==> src/rtl/fifo_stream_reader.sv <==
`timescale 1ns/1ps
// fifo_stream_reader: read-side adapter for sync_fifo.
// Hides the one-cycle FIFO read latency behind a valid/ready output stream.
// A 2-entry output buffer plus an in-flight read flag keeps one word per
// cycle flowing while m_ready_i stays high, and never over-reads under
// backpressure. Word order is preserved.
//
// Ports:
//   clk_i           system clock, rising edge
//   rst_n           asynchronous active-low reset
//   fifo_rd_en_o    read strobe to sync_fifo
//   fifo_rd_data_i  sync_fifo read data, valid the cycle after fifo_rd_en_o
//   fifo_empty_i    sync_fifo empty flag
//   m_valid_o       output word valid
//   m_data_o        output word
//   m_ready_i       downstream accept
//   flush_i         synchronous discard of buffered and in-flight words
//
// Optional (macro FIFO_RD_STATS_EN):
//   beat_count_o    pops, wraps at 2^32
//   stall_count_o   cycles with m_valid_o=1 and m_ready_i=0, saturating
module fifo_stream_reader #(
    parameter int unsigned WIDTH     = 32,
    parameter int unsigned BUF_DEPTH = 2
) (
    input  logic             clk_i,
    input  logic             rst_n,
    output logic             fifo_rd_en_o,
    input  logic [WIDTH-1:0] fifo_rd_data_i,
    input  logic             fifo_empty_i,
    output logic             m_valid_o,
    output logic [WIDTH-1:0] m_data_o,
    input  logic             m_ready_i,
    input  logic             flush_i
`ifdef FIFO_RD_STATS_EN
    ,
    output logic [31:0]      beat_count_o,
    output logic [31:0]      stall_count_o
`endif
);

    if (BUF_DEPTH != 2) begin : g_bad_depth
        $error("fifo_stream_reader: BUF_DEPTH must be 2");
    end

    logic [WIDTH-1:0] buf_q [2];
    logic [1:0]       occ_q, occ_d;
    logic             inflight_q, inflight_d;
    logic             head_q, head_d;
    logic             tail_q, tail_d;

    logic       pop;
    logic       capture;
    logic [1:0] level;

    assign m_valid_o = (occ_q != 2'd0);
    assign m_data_o  = buf_q[head_q];
    assign pop       = m_valid_o & m_ready_i;
    // Data of a read issued last cycle lands now, unless a flush drops it.
    assign capture   = inflight_q & ~flush_i;

    // occ + inflight never exceeds 2, and pop implies occ >= 1, so 2 bits suffice.
    assign level = occ_q + {1'b0, inflight_q} - {1'b0, pop};

    always_comb begin
        fifo_rd_en_o = 1'b0;
        occ_d        = occ_q;
        inflight_d   = 1'b0;
        head_d       = head_q;
        tail_d       = tail_q;
        if (flush_i) begin
            occ_d  = 2'd0;
            head_d = 1'b0;
            tail_d = 1'b0;
        end else begin
            fifo_rd_en_o = ~fifo_empty_i & (level < 2'd2);
            inflight_d   = fifo_rd_en_o;
            occ_d        = occ_q + {1'b0, capture} - {1'b0, pop};
            head_d       = head_q ^ pop;
            tail_d       = tail_q ^ capture;
        end
    end

    always_ff @(posedge clk_i or negedge rst_n) begin
        if (!rst_n) begin
            occ_q      <= 2'd0;
            inflight_q <= 1'b0;
            head_q     <= 1'b0;
            tail_q     <= 1'b0;
            buf_q[0]   <= '0;
            buf_q[1]   <= '0;
        end else begin
            occ_q      <= occ_d;
            inflight_q <= inflight_d;
            head_q     <= head_d;
            tail_q     <= tail_d;
            if (capture) begin
                buf_q[tail_q] <= fifo_rd_data_i;
            end
        end
    end

`ifdef FIFO_RD_STATS_EN
    logic [31:0] beat_q, stall_q;

    always_ff @(posedge clk_i or negedge rst_n) begin
        if (!rst_n) begin
            beat_q  <= 32'd0;
            stall_q <= 32'd0;
        end else begin
            if (pop) begin
                beat_q <= beat_q + 32'd1;
            end
            if (m_valid_o && !m_ready_i && (stall_q != 32'hFFFF_FFFF)) begin
                stall_q <= stall_q + 32'd1;
            end
        end
    end

    assign beat_count_o  = beat_q;
    assign stall_count_o = stall_q;
`endif

endmodule
==> config.mk <==
export PLATFORM = sky130hd
export DESIGN_NAME = fifo_stream_reader
export DESIGN_NICKNAME = d
export VERILOG_FILES = /design/src/rtl/fifo_stream_reader.sv
export SDC_FILE = /design/constraint.sdc
export NUM_CORES = 1
export LEC_CHECK = 0
export ABC_AREA = 1
export CAP_MARGIN = 20
export CORE_MARGIN = 5
export CORE_UTILIZATION = 50
export DETAILED_ROUTE_END_ITERATION = 7
export GPL_ROUTABILITY_DRIVEN = 0
export PLACE_DENSITY_LB_ADDON = 0.05
export SKIP_LAST_GASP = 1
export SLEW_MARGIN = 15
export SYNTH_ARGS = -nofsm -noshare
export SYNTH_HDL_FRONTEND = slang
export SYNTH_SLANG_ARGS = --single-unit
==> constraint.sdc <==
create_clock -name clk_i -period 1.9 [get_ports clk_i]
set_input_delay 0.285 -clock clk_i [delete_from_list [all_inputs] [get_ports clk_i]]
set_output_delay 0.285 -clock clk_i [all_outputs]
set_load 0.05 [all_outputs]
# Word level (Yosys, flattened, before mapping)
# Index checks and enable logic that the tools add are counted.
[op_classes]
addsub = 4
multipliers = 0
div = 0
order_cmp = 4
eq_ne = 0
n_shift = 0
mux = 10
bitwise = 9
n_reduce_logical = 2
[ops]
columns = ["operator", "n"]
rows = [
  ["$mux 32", 4],
  ["$bwmux 64", 1],
  ["$demux 32 s1", 1],
  ["$add 2x1->2", 2],
  ["$ge 2x2->1 const B", 2],
  ["$not 1->2", 2],
  ["$sub 2x1->2", 2],
  ["$and 1x1->1", 3],
  ["$mux 1", 3],
  ["$lt 2x1->1 const B", 1],
  ["$lt 2x2->1 const B", 1],
  ["$mux 2", 1],
  ["$not 1->1", 2],
  ["$reduce_bool 2->1", 1],
  ["$xor 1x1->1", 2],
  ["$logic_and 1x1->1", 1],
]
[totals]
reg_bits = 69
latch_bits = 0
ramBits = 0
mem_bits_ro = 0
inputBits = 37
out_inout_bits = 34
wordCells = 35
mem_count = 0

# Longest topological paths before layout
[logic_depth]
word_depth = 6
mapped_depth = 9
depth_no_buf = 9

# Least setup slack after synthesis
# No wires, ideal clock.
[synth_path]
kind = "register to output"
startpoint = "register head_q"
endpoint = "output port m_data_o[12]"
arrival_time_ns = 1.778
required_time_ns = 1.615
setup_slack_ns = -0.163
path_stages_with_launch = 4
n_path_buf = 2
cell_sequence = "dfrtp_1 -> buf_4 -> buf_2 -> o21ai_0"
[synth_between]
elab_chain_cells = 4
[synth_lines]
columns = ["element", "line_no", "source"]
rows = [
  ["start, declared", "49", "logic head_q, head_d;"],
  ["start signal, assigned", "88", "head_q <= 1'b0;"],
  ["start signal, assigned", "95", "head_q <= head_d;"],
  ["$not 1->2 (not written as such)", "57", "assign m_data_o = buf_q[head_q];"],
  ["$mux 32 (not written as such) (3 in series)", "57", ""],
  ["end, declared", "32", "output logic [WIDTH-1:0] m_data_o,"],
]
# Every way passes these cells. The select of a mux whose other input is x is not followed.

# Worst setup path in the final report
[layout_path]
startpoint = "register head_q"
endpoint = "output port m_data_o[9]"
# The elaborated chain is that of the path after synthesis.

==> qor.txt <==
Reg clk slew, reported paths: 0.07 ns
Placed inst area: 0.00433 mm^2
Mux cell area share after synthesis: 14.7%
Seq/Total Area, Yosys: 53.7%
Antenna violations before repair: 0
# diodes: 0
Post-synthesis cell area: 0.00321 mm^2
Via/cell ratio: 4.99
Crit path capture type: primary output
Crit Path Class: flop to primary output
Worst-Skew Late Latency: 0.33 ns
Tmin final: 1.83 ns
Max rail drop VDD: 0.00110 V
Setup violators final: 0
Longest Clk Path Bufs: 2
Die width: 90.2 um
TritonCTS clock tree: built
Chip Height: 90.2 um
DR DRC count: 0
Initial Utilization: 50.9%
Pre-CTS WS: 0.0736 ns
Synthesis-stage register bit count: 69
PwrDens: 1730 mW/mm^2
XOR/XNOR Fraction of Synth Area: 0%
Crit start category: flop
HP Class: primary input to async pin
CP Cell Sequence: buf_4 > o21ai_1 > buf_12
DR WL/cell: 14.4 um
# rows: 29
Final Skew: 0.00677 ns
Final critical-path share of the clock period: 96.3%
Total Power: 7890 uW
Die Area: 0.00813 mm^2
Final Max Tran Viols: 0
Final setup margin: 0.0701 ns
Fillers: 464
Core ar.: 0.00631 mm^2
Total Routing Usage GR: 18.4%
Final non-filler cell total: 476
Outcome: finished clean
Finished Cell Area: 0.00457 mm^2
Data required, critical path: 1.62 ns
Total gr overflow: 0
Fraction of the mapped netlist area in compound gates: 10.1%
Final wirelength: 6.84 mm
Layout cells sized above 1: 24.8%
CTS sink cnt: 69
Post-detail-place hpwl: 4.64 mm
Main combinational cell family by area after synthesis: multiplexers
Worst-path maximum fanout: 14
Setup TNS: 0 ns
Detail Route Antenna Nets: 0
Worst relative slew slack: 70.8%
Starting DRC count in detailed routing: 100
Syn Inst Count: 320
Via count: 2376
Slowest-stage cell, CP: dfrtp_4
Synth Area in Adders: 1.56%
Layout Nets: 437
Final number of hold-violating endpoints: 0
Post-synthesis area per instance: 10.0 um^2
Max stage delay on crit path: 0.57 ns
Largest net degree at the start of global routing: 70
# IOs: 71
Synth top area share: 53.7%
Yosys warning total: 0
Unrepaired setup endpoints after global routing: true
Vias in the first global route: 2520
Area leader, netlist: dfrtp_1
CTS H-tree lvls: 3
Synthesis-to-finish area growth: 42.1%
Root Buffer: clkbuf_8
Fmax: 0.546 GHz
Total CTS buffers: 9
Worst Path Arrival: 1.54 ns
Leakage: 0.00210 uW
Max_cap viols: 0
Placed cell count: 460
Synthesized net count: 361
I/O Buffers: 70
Synth area leaders: dfrtp_1 (54%), mux2_4 (14%), o21ai_0 (10%), nand2_1 (8.6%), inv_1 (4.9%)
Synth Area in Simple Gates: 10.6%
Measured slew at the worst slew-check pin: 0.433 ns
First-pass GRT wire length: 12.3 mm
Distinct cells, synth: 15
Drt pass-1 iters: 5
[routing by layer]
metal | global-route usage [%] | part of all wire, % | vias up
li1 | - | - | 1164
met1 | 24.1 | 45 | 1130
met2 | 29.2 | 48 | 73
met3 | 5.01 | 5.3 | 9
met4 | 7.07 | 1.4 | 0
met5 | 0 | 0 | -
[state kept, by name, summed over array words and instances (netlist names)]
register,count
tail_q,1
head_q,1
buf_q,64
occ_q,2
inflight_q,1
[worst paths after layout]
| path | from | endpoint | slack, ns | cells past startpoint |
|---|---|---|---|---|
| setup / recovery | head_q$_DFF_PN0_ | m_data_o[9] | 0.07 | 3 |
| hold / removal | rst_n | buf_q[60]$_DFFE_PN0P_ | 0.49 | 3 |
| setup reg to reg | inflight_q$_DFF_PN0_ | occ_q[1]$_DFF_PN0_ | 0.38 | 10 |
| hold reg to reg | buf_q[0]$_DFFE_PN0P_ | buf_q[0]$_DFFE_PN0P_ | 0.51 | 1 |
| max in group asynchronous | rst_n | head_q$_DFF_PN0_ | 1.09 | 3 |
| min in group clk_i | buf_q[0]$_DFFE_PN0P_ | buf_q[0]$_DFFE_PN0P_ | 0.51 | 1 |
[logic make-up after synthesis]
group	count (synthesis)
adder cells (fa/ha/maj)	4
buffers and inverters	60
AND/OR/NAND/NOR	90
multiplexers	32
AO/OA/AOI/OAI	65
flip-flops	69
[power breakdown]
group          total [uW]  switching (uW)  internal [uW]
Combinational        4430            2390           2040
Clock                1200             499            701
Sequential           2250             262           1990
Total                7890            3150           4740
[synthesized netlist by cell type (all sizes together)]
library cell  instances
nand2                74
mux2                 32
buf                  14
o21ai                64
nand3                 3
a21oi                 1
nor2                 13
dfrtp                69
ha                    4
clkbuf                4
inv                  42
[repair_timing]
action | in CTS | in global routing
endpoints found under the setup margin | 19 | 4
hold endpoints to repair | 69 | 0
setup buffers | 1 | 0
resized for setup | 9 | 3
hold buffers | 1 | 0
[critical path: cells and delay by family (launching register included)]
family,cells,cell delay [ns]
AO/OA/AOI/OAI,1,0.25
flip-flops,1,0.57
buffers and inverters,2,0.39
[metrics by stage]
step / utilization (%) / hold WS, ns
2_1_floorplan: - / -0.0106
3_3_place_gp: 68.6 / 0.333
3_5_place_dp: 68.6 / 0.332
4_1_cts: 72.3 / 0.512
5_1_grt: 72.3 / 0.523
6_report: 72.3 / 0.492
[final cells by class]
cell class	instances	area, um^2	share of cell area (%)
inverter	42	158	3.45
sequential	69	1730	37.9
timing repair buffer	83	1170	25.7
clock buffer	13	169	3.70
multi-input combinational	191	1210	26.5
clock inverter	1	30.0	0.658
tap	77	96.3	2.11
[cell usage in the layout, fill, tap and decap left out, types with 3 or more instances in the layout]
cell | Yosys | layout
nand2_1 | 74 | 74
dfrtp_1 | 69 | 68
inv_1 | 42 | 42
o21ai_0 | 64 | 39
buf_12 | 3 | 37
clkdlybuf4s50_1 | 0 | 35
mux2_4 | 30 | 30
o21ai_1 | 0 | 21
nor2_1 | 13 | 13
clkbuf_8 | 0 | 12
buf_4 | 1 | 9
o21ai_2 | 0 | 4
nand3_1 | 3 | 3
Note: power is estimated with default switching activity, not from simulation.
